--- src/rtl/ctrl_pkg.sv ---
// Shared constants for the RISC sequencing controller: opcodes, ALU codes,
// state encodings, the strobe vector layout and the per-opcode final step.
package ctrl_pkg;

    localparam logic [4:0] OP_LD   = 5'b00000, OP_LDI  = 5'b00001, OP_ST   = 5'b00010;
    localparam logic [4:0] OP_ADD  = 5'b00011, OP_SUB  = 5'b00100, OP_AND  = 5'b00101;
    localparam logic [4:0] OP_OR   = 5'b00110, OP_ROR  = 5'b00111, OP_ROL  = 5'b01000;
    localparam logic [4:0] OP_SHR  = 5'b01001, OP_SHRA = 5'b01010, OP_SHL  = 5'b01011;
    localparam logic [4:0] OP_ADDI = 5'b01100, OP_ANDI = 5'b01101, OP_ORI  = 5'b01110;
    localparam logic [4:0] OP_DIV  = 5'b01111, OP_MUL  = 5'b10000, OP_NEG  = 5'b10001;
    localparam logic [4:0] OP_NOT  = 5'b10010, OP_BR   = 5'b10011, OP_JR   = 5'b10100;
    localparam logic [4:0] OP_JAL  = 5'b10101, OP_IN   = 5'b10110, OP_OUT  = 5'b10111;
    localparam logic [4:0] OP_MFHI = 5'b11000, OP_MFLO = 5'b11001, OP_NOP  = 5'b11010;
    localparam logic [4:0] OP_HALT = 5'b11011;

    localparam logic [4:0] ALU_ADD = 5'b00011, ALU_AND = 5'b00101, ALU_OR = 5'b00110;
    localparam logic [4:0] ALU_INC = 5'b11111;

    localparam logic [3:0] ST_RESET = 4'd0, ST_T0 = 4'd1, ST_T1 = 4'd2, ST_T2 = 4'd3;
    localparam logic [3:0] ST_T3 = 4'd4, ST_T4 = 4'd5, ST_T5 = 4'd6, ST_T6 = 4'd7;
    localparam logic [3:0] ST_T7 = 4'd8, ST_HALT = 4'd9;

    typedef struct packed {
        logic       run;
        logic [4:0] alu_code;
        logic       mem_write, mem_read, con_in, ba_out, r_out, r_in;
        logic       grc, grb, gra, c_out, iport_out, mdr_out, pc_out;
        logic       zlo_out, zhi_out, lo_out, hi_out;
        logic       ir_in, oport_in, y_in, mar_in, mdr_in, pc_in, z_in, lo_in, hi_in;
    } strobes_t;

    // Last execute step of each opcode; T2 means the instruction ends after fetch.
    function automatic logic [3:0] last_step(input logic [4:0] op);
        case (op)
            OP_ADD, OP_SUB, OP_AND, OP_OR, OP_ROR, OP_ROL, OP_SHR, OP_SHRA, OP_SHL,
            OP_ADDI, OP_ANDI, OP_ORI, OP_LDI:        last_step = ST_T5;
            OP_NEG, OP_NOT, OP_JAL:                  last_step = ST_T4;
            OP_MUL, OP_DIV, OP_BR:                   last_step = ST_T6;
            OP_LD, OP_ST:                            last_step = ST_T7;
            OP_JR, OP_IN, OP_OUT, OP_MFHI, OP_MFLO:  last_step = ST_T3;
            default:                                 last_step = ST_T2;
        endcase
    endfunction

endpackage

--- src/rtl/control_decode.sv ---
// Combinational strobe decoder: (state, latched opcode, ConOut) -> strobe vector.
module control_decode
    import ctrl_pkg::*;
(
    input  logic [3:0]  state,
    input  logic [4:0]  opcode,
    input  logic        con_out,
    output logic [31:0] strobes
);

    strobes_t s_s;

    assign strobes = s_s;

    // Strobe decode for fetch and every execute sequence.
    always_comb begin
        s_s     = '0;
        s_s.run = 1'b1;
        case (state)
            ST_T0: begin s_s.pc_out = 1'b1; s_s.mar_in = 1'b1; s_s.z_in = 1'b1; s_s.alu_code = ALU_INC; end
            ST_T1: begin s_s.zlo_out = 1'b1; s_s.pc_in = 1'b1; s_s.mem_read = 1'b1; s_s.mdr_in = 1'b1; end
            ST_T2: begin s_s.mdr_out = 1'b1; s_s.ir_in = 1'b1; end
            ST_T3, ST_T4, ST_T5, ST_T6, ST_T7: begin
                case (opcode)
                    OP_ADD, OP_SUB, OP_AND, OP_OR, OP_ROR, OP_ROL, OP_SHR, OP_SHRA, OP_SHL,
                    OP_ADDI, OP_ANDI, OP_ORI: begin
                        case (state)
                            ST_T3: begin s_s.grb = 1'b1; s_s.r_out = 1'b1; s_s.y_in = 1'b1; end
                            ST_T4: begin
                                s_s.z_in = 1'b1;
                                if (opcode == OP_ADDI) begin
                                    s_s.c_out = 1'b1; s_s.alu_code = ALU_ADD;
                                end else if (opcode == OP_ANDI) begin
                                    s_s.c_out = 1'b1; s_s.alu_code = ALU_AND;
                                end else if (opcode == OP_ORI) begin
                                    s_s.c_out = 1'b1; s_s.alu_code = ALU_OR;
                                end else begin
                                    s_s.grc = 1'b1; s_s.r_out = 1'b1; s_s.alu_code = opcode;
                                end
                            end
                            ST_T5: begin s_s.zlo_out = 1'b1; s_s.gra = 1'b1; s_s.r_in = 1'b1; end
                            default: ;
                        endcase
                    end
                    OP_NEG, OP_NOT: begin
                        case (state)
                            ST_T3: begin s_s.grb = 1'b1; s_s.r_out = 1'b1; s_s.z_in = 1'b1; s_s.alu_code = opcode; end
                            ST_T4: begin s_s.zlo_out = 1'b1; s_s.gra = 1'b1; s_s.r_in = 1'b1; end
                            default: ;
                        endcase
                    end
                    OP_MUL, OP_DIV: begin
                        case (state)
                            ST_T3: begin s_s.gra = 1'b1; s_s.r_out = 1'b1; s_s.y_in = 1'b1; end
                            ST_T4: begin s_s.grb = 1'b1; s_s.r_out = 1'b1; s_s.z_in = 1'b1; s_s.alu_code = opcode; end
                            ST_T5: begin s_s.zlo_out = 1'b1; s_s.lo_in = 1'b1; end
                            ST_T6: begin s_s.zhi_out = 1'b1; s_s.hi_in = 1'b1; end
                            default: ;
                        endcase
                    end
                    // ldi, ld and st share the effective-address computation in T3-T4.
                    OP_LDI, OP_LD, OP_ST: begin
                        case (state)
                            ST_T3: begin s_s.grb = 1'b1; s_s.ba_out = 1'b1; s_s.y_in = 1'b1; end
                            ST_T4: begin s_s.c_out = 1'b1; s_s.z_in = 1'b1; s_s.alu_code = ALU_ADD; end
                            ST_T5: begin
                                s_s.zlo_out = 1'b1;
                                if (opcode == OP_LDI) begin
                                    s_s.gra = 1'b1; s_s.r_in = 1'b1;
                                end else begin
                                    s_s.mar_in = 1'b1;
                                end
                            end
                            ST_T6: begin
                                if (opcode == OP_LD) begin
                                    s_s.mem_read = 1'b1; s_s.mdr_in = 1'b1;
                                end else if (opcode == OP_ST) begin
                                    s_s.gra = 1'b1; s_s.r_out = 1'b1; s_s.mdr_in = 1'b1;
                                end else begin
                                    s_s.mdr_in = 1'b0;
                                end
                            end
                            ST_T7: begin
                                if (opcode == OP_LD) begin
                                    s_s.mdr_out = 1'b1; s_s.gra = 1'b1; s_s.r_in = 1'b1;
                                end else if (opcode == OP_ST) begin
                                    s_s.mem_write = 1'b1;
                                end else begin
                                    s_s.mem_write = 1'b0;
                                end
                            end
                            default: ;
                        endcase
                    end
                    OP_BR: begin
                        case (state)
                            ST_T3: begin s_s.gra = 1'b1; s_s.r_out = 1'b1; s_s.con_in = 1'b1; end
                            ST_T4: begin s_s.pc_out = 1'b1; s_s.y_in = 1'b1; end
                            ST_T5: begin s_s.c_out = 1'b1; s_s.z_in = 1'b1; s_s.alu_code = ALU_ADD; end
                            ST_T6: begin s_s.zlo_out = con_out; s_s.pc_in = con_out; end
                            default: ;
                        endcase
                    end
                    OP_JR:   if (state == ST_T3) begin s_s.gra = 1'b1; s_s.r_out = 1'b1; s_s.pc_in = 1'b1; end
                             else begin s_s.pc_in = 1'b0; end
                    OP_JAL: begin
                        case (state)
                            ST_T3: begin s_s.pc_out = 1'b1; s_s.grb = 1'b1; s_s.r_in = 1'b1; end
                            ST_T4: begin s_s.gra = 1'b1; s_s.r_out = 1'b1; s_s.pc_in = 1'b1; end
                            default: ;
                        endcase
                    end
                    OP_IN, OP_OUT, OP_MFHI, OP_MFLO: begin
                        if (state == ST_T3) begin
                            s_s.gra       = 1'b1;
                            s_s.r_in      = (opcode != OP_OUT);
                            s_s.r_out     = (opcode == OP_OUT);
                            s_s.oport_in  = (opcode == OP_OUT);
                            s_s.iport_out = (opcode == OP_IN);
                            s_s.hi_out    = (opcode == OP_MFHI);
                            s_s.lo_out    = (opcode == OP_MFLO);
                        end else begin
                            s_s.gra = 1'b0;
                        end
                    end
                    default: ;
                endcase
            end
            default: s_s = '0;
        endcase
    end

endmodule

--- src/rtl/control_unit.sv ---
// Sequencing controller for the 32-bit RISC datapath: negedge state register,
// opcode latch and optional memory wait (enabled by CTRL_MEM_WAIT_EN).
module control_unit
    import ctrl_pkg::*;
(
    input  logic        clock,
    input  logic        clear,
    input  logic [31:0] IR,
    input  logic        ConOut,
`ifdef CTRL_MEM_WAIT_EN
    input  logic        mem_ready,
`endif
    output logic        HiIn, LoIn, ZIn, PCIn, MDRIn, MARIn, YIn, OPortIn, IRIn,
    output logic        HiOut, LoOut, ZHiOut, ZLoOut, PCOut, MDROut, IPortOut, COut,
    output logic        Gra, Grb, Grc, RIn, ROut, BAOut, Conin,
    output logic        memread, memwrite,
    output logic [4:0]  ALUCode,
    output logic        run
);

    logic [3:0]  state_r, state_next_s;
    logic [4:0]  opcode_r;
    logic [31:0] strobes_s;
    strobes_t    strb_s;
    logic        hold_s;
    logic        unused_ir_s;

    assign unused_ir_s = ^IR[26:0];
    assign strb_s      = strobes_s;

    control_decode u_decode (
        .state   (state_r),
        .opcode  (opcode_r),
        .con_out (ConOut),
        .strobes (strobes_s)
    );

    assign {run, ALUCode, memwrite, memread, Conin, BAOut, ROut, RIn, Grc, Grb, Gra,
            COut, IPortOut, MDROut, PCOut, ZLoOut, ZHiOut, LoOut, HiOut,
            IRIn, OPortIn, YIn, MARIn, MDRIn, PCIn, ZIn, LoIn, HiIn} = strobes_s;

`ifdef CTRL_MEM_WAIT_EN
    assign hold_s = (strb_s.mem_read | strb_s.mem_write) & ~mem_ready;
`else
    assign hold_s = 1'b0;
`endif

    // Next-state selection; T2 looks at the live IR because the opcode latch loads on that same edge.
    always_comb begin
        state_next_s = state_r;
        if (hold_s) begin
            state_next_s = state_r;
        end else begin
            case (state_r)
                ST_RESET: state_next_s = ST_T0;
                ST_T0:    state_next_s = ST_T1;
                ST_T1:    state_next_s = ST_T2;
                ST_T2: begin
                    if (IR[31:27] == OP_HALT) begin
                        state_next_s = ST_HALT;
                    end else if (last_step(IR[31:27]) == ST_T2) begin
                        state_next_s = ST_T0;
                    end else begin
                        state_next_s = ST_T3;
                    end
                end
                ST_T3, ST_T4, ST_T5, ST_T6, ST_T7: begin
                    if (state_r == last_step(opcode_r)) begin
                        state_next_s = ST_T0;
                    end else begin
                        state_next_s = state_r + 4'd1;
                    end
                end
                ST_HALT:  state_next_s = ST_HALT;
                default:  state_next_s = ST_RESET;
            endcase
        end
    end

    // State register and opcode latch, advancing on the falling edge.
    always_ff @(negedge clock or negedge clear) begin
        if (!clear) begin
            state_r  <= ST_RESET;
            opcode_r <= 5'b00000;
        end else begin
            state_r <= state_next_s;
            if (state_r == ST_T2) begin
                opcode_r <= IR[31:27];
            end
        end
    end

endmodule

--- config.mk ---
export PLATFORM = sky130hd
export DESIGN_NAME = control_unit
export DESIGN_NICKNAME = d
export VERILOG_FILES = /design/src/rtl/ctrl_pkg.sv /design/src/rtl/control_decode.sv /design/src/rtl/control_unit.sv
export SDC_FILE = /design/constraint.sdc
export NUM_CORES = 1
export LEC_CHECK = 0
export ABC_AREA = 1
export BUFFER_PORTS_ARGS = -buffer_cell sky130_fd_sc_hd__buf_2
export CORE_ASPECT_RATIO = 0.75
export CORE_MARGIN = 2
export CORE_UTILIZATION = 40
export DETAILED_ROUTE_END_ITERATION = 10
export MAX_ROUTING_LAYER = met4
export PLACE_DENSITY_LB_ADDON = 0.3
export SLEW_MARGIN = 20
export SYNTH_ARGS = -nofsm -noshare
export SYNTH_HDL_FRONTEND = slang
export SYNTH_SLANG_ARGS = --single-unit
--- constraint.sdc ---
create_clock -name clock -period 4.3 [get_ports clock]
set_input_delay 0.215 -clock clock [delete_from_list [all_inputs] [get_ports clock]]
set_output_delay 0.215 -clock clock [all_outputs]
set_load 0.01 [all_outputs]
; Yosys cells after proc, flatten, opt, wreduce, memory -nomap -nowiden
; Memories as Yosys holds them, arrays and structs flattened.
; Index checks and enable logic that the tools add are counted.
[op_classes]
addsub = 1
n_eq_ne = 38
mux = 85
reduce_logical = 15
[ops]
columns = operator, count
row1 = "== test 5 bit, second input constant", 11
row2 = "== test 5 x 4 -> 1 bit, second input constant", 8
row3 = two-way mux 1 bit, 38
row4 = two-way mux 5 bit, 6
row5 = one-hot mux 5 bit (5 select lines), 1
row6 = one-hot mux 4 bit (6 select lines), 1
row7 = one-hot mux 1 bit (2 select lines), 11
row8 = "== test 5 x 3 -> 1 bit, second input constant", 4
row9 = two-way mux 2 bit, 10
row10 = two-way mux 4 bit, 5
row11 = OR reduction 18 bit, 1
row12 = OR reduction 17 bit, 1
row13 = "== test 4 x 3 -> 1 bit, second input constant", 4
row14 = OR reduction 8 bit, 2
row15 = one-hot mux 1 bit (3 select lines), 5
row16 = "== test 4 x 2 -> 1 bit, second input constant", 3
row17 = OR reduction 12 bit, 1
row18 = "== test 5 x 2 -> 1 bit, second input constant", 2
row19 = one-hot mux 5 bit (2 select lines), 1
row20 = two-way mux 9 bit, 1
row21 = "== test 4 bit, second input constant", 2
row22 = OR reduction 4 bit, 2
row23 = two-way mux 3 bit, 2
row24 = one-hot mux 1 bit (6 select lines), 1
row25 = 13 further kinds, 16
[word_totals]
ff_bits = 9
mem_bits_ro = 256
output_inout_bits = 32
n_memories = 2
[mem_list]
columns = name, words, width, read_ports, rd_clocked_by_memory_dff, wr, line
row1 = (name not given), 32, 4, 1, 0, 0, ctrl_pkg.sv:34  ; case (op)
row2 = (name not given), 32, 4, 1, 0, 0, ctrl_pkg.sv:34

; Depth between registers and ports, before layout
[logic_depth]
depth_word = 7
ltp_mapped = 12
ltp_nobuf = 12

; Modules after synthesis
; Synthesis repeated with hierarchy kept, for this count alone.
[unflattened]
hier_cells = 286
hier_area_um2 = 1637.8
[by_module_without_submodules]
columns = mod, n_inst, cells_each, area_per_inst_um2, seq_area_each_um2
row1 = control_decode, 1, 187, 898.4, 0.0
row2 = control_unit, 1, 99, 739.5, 225.2

==> results.yml <==
hold_path:
  hold_depth: 4
  hp-class: "flip-flop to flip-flop"
  min_to: "state_r[0]$_DFF_NN0_"
  min_from: "state_r[0]$_DFF_NN0_"
cells_and_area:
  drive_gt1_frac: 0.425
  layout_commonest_cell: "nand2_1"
  final_cell_mix: "nand2_1, buf_2, nand3_1, buf_4, nor2_1"
  area_delta_synth_final_pct: 53.1
  fin_cells: 398
  nets: 391
  filler_cell_count: 327
  diodes: 0
global_route:
  grt_pass1_vias: 1793
  grt_usage: 0.235
  grt_first_pass_wirelength_um: 8240
  grt_max_degree: 11
  grt.overflow.total: 0
  antenna_found_initial: 0
critical_path:
  cp.required_ns: 4.09
  endpoint_kind: "primary output"
  cp_cell_sequence: "inv_2 > ha_4 > buf_6 > o31ai_4 > nand3_2 > buf_6 > o21ai_1 > o21ai_1 > buf_2"
  critPathMaxStageDelay_ns: 0.43
  worst_path_max_delay_cell: "dfrtn_1"
  crit_type: "flip-flop to primary output"
  worstPathArrival_ns: 4.15
  rr_startpoint: "state_r[1]$_DFF_NN0_"
  path_max_fanout: 4
  crit_start: "opcode_r[1]$_DFFE_NN0P_"
  r2r-end: "state_r[2]$_DFF_NN0_"
  setup.worst_path.start_class: "flip-flop"
  ff2ff_path_depth: 9
  r2r_setup_slack_ns: 2.53
sta:
  fin_skew_ns: 0.00221
  worst_pin_slew_ns: 0.578
  finalWorstSetupSlack_ns: -0.0618
  hold_viol: 0
  rsz0062_at_grt: "true"
  finalSetupViolations: 3
  max_slew_margin: 0.609
  drv_slew: 0
  final.setup.tns_ns: -0.121
outcome:
  violations: "negative setup slack"
  status: "finished with violations"
route:
  dr.pass1.iters: 5
  routedWlPerCell_um: 14.0
  drc: 0
  detail_route.wirelength_um: 5550
  avgViaCountPerCell: 5.28
  num_vias: 2102
  drtAntennaViolNets: 0
  drtIter0Drc: 103
power:
  powerDensity_nw_per_um2: 740
  p_leak_nw: 1.29
  peakVddDrop_v: 0.000344
logic_synthesis:
  async_reset_ff_frac: 1.00
  syn_inst: 267
  syn_area_per_cell_um2: 5.83
  synthesis.area_um2: 1560
  ys_seq_area_frac: 0.145
  yosysWarningCount: 0
  synth_edf_count: 0
  ys_types: 39
  synth-seq-cells: 9
  synth_ff_type: "dfrtn_1"
  synth_nets: 311
floorplanning:
  fp-row-count: 19
  die_w_um: 76.0
  initial_core_util: 0.422
  io_pins: 67
  core_um2: 3680
  die_area_um2: 4410
  die_y_um: 58.0
clock_tree:
  cts_max_path_buffers: 2
  root_buffer: "clkbuf_8"
  clkSinkCount: 9
  cts_buffers: 3
  hold_buffers: 0
  insertion_delay_ns: 0.25
  tritoncts: "built"
  clk_pin_slew_ns: 0.04
  cts_max_level: 1
placement:
  hpwl_um: 3780
  dp_slack_ns: 0.110
  gp_congestion: 0.935
  port-buffer-count: 39
  placed_cells: 370
job:
  drv_cap: 0
## how the worst max path moves through the flow
stage	endpoint	slack, ns
2_1_floorplan	ZLoOut	0.29
3_3_place_gp	ZIn	0.1
3_5_place_dp	ZIn	0.11
4_1_cts	RIn	0.002
5_1_grt	YIn	-0.15
6_report	YIn	-0.06
## power by group
part           switching, W  total (W)  internal (W)
Combinational      0.000859    0.00149      0.000628
Sequential        0.0000540   0.000180      0.000126
Clock             0.0000335  0.0000982     0.0000646
## registers in the layout, summed over array words and instances, names as in the netlist
register	cells
opcode_r	5
state_r	4
## logic make-up (layout without fill, tap and decap cells)
group	after synthesis	in the layout	synth area share
AND/OR/NAND/NOR	165	165	0.498
buffers and inverters	44	123	0.126
AO/OA/AOI/OAI	39	39	0.153
adder cells (fa/ha/maj)	9	9	0.0723
flip-flops	9	9	0.145
XOR/XNOR	1	1	0.00563
## through the flow
stage,power [W],utilization,hold slack [ns],cell area [µm²]
floorplan,0.000885,-,0.444,1560
global placement,0.00123,0.517,0.498,1900
detailed placement,0.00124,0.517,0.495,1900
CTS,0.00149,0.575,0.586,2120
global route,0.00189,0.647,0.659,2380
finish,0.00176,0.647,0.621,2380
## worst max-delay path: cells and delay by family, from the launching register on
kind | cells | cell delay (ns)
compound gates | 3 | 0.48
simple gates | 1 | 0.15
buf+inv | 4 | 0.50
fa+ha+maj | 1 | 0.18
flops | 1 | 0.43
## final cells by class
cell class,count,area (µm²),area share
multi-input combinational,214,1350,0.565
timing repair buffer,82,561,0.235
tap,52,65.1,0.0273
sequential,9,225,0.0945
inverter,37,141,0.0593
clock buffer,4,45.0,0.0189
## what timing repair did
item / 4_1_cts / 5_1_grt
buffers inserted: 11 / 13
resized for setup: 20 / 46
setup endpoints to repair: 14 / 20
pin swaps: 4 / 21
## layer usage
metal  vias up  wire (µm)  share of wire  track usage
met5         -          0              0            -
met4         0         44         0.0079       0.0156
met3        14        464          0.084       0.0545
met2       101       2520           0.45        0.358
met1       948       2530           0.46        0.334
li1       1039          -              -            -
## cell usage after synthesis, types with 2 or more instances
master / instances / area share
nand3b_1: 2 / 0.0096
buf_6: 2 / 0.014
o21bai_1: 3 / 0.014
nand4_1: 5 / 0.020
buf_2: 2 / 0.0064
dfrtn_1: 9 / 0.14
nor2_4: 5 / 0.036
inv_1: 31 / 0.075
o21ai_0: 16 / 0.051
nor2_1: 27 / 0.065
buf_4: 3 / 0.014
nor2_2: 2 / 0.0080
o21ai_1: 3 / 0.0096
nor3_1: 4 / 0.013
nand3_1: 37 / 0.12
nand2_1: 75 / 0.18
ha_1: 9 / 0.072
a21oi_1: 7 / 0.023
inv_2: 4 / 0.0096
nand2_2: 2 / 0.0080
(Power assumes the default switching activity.)
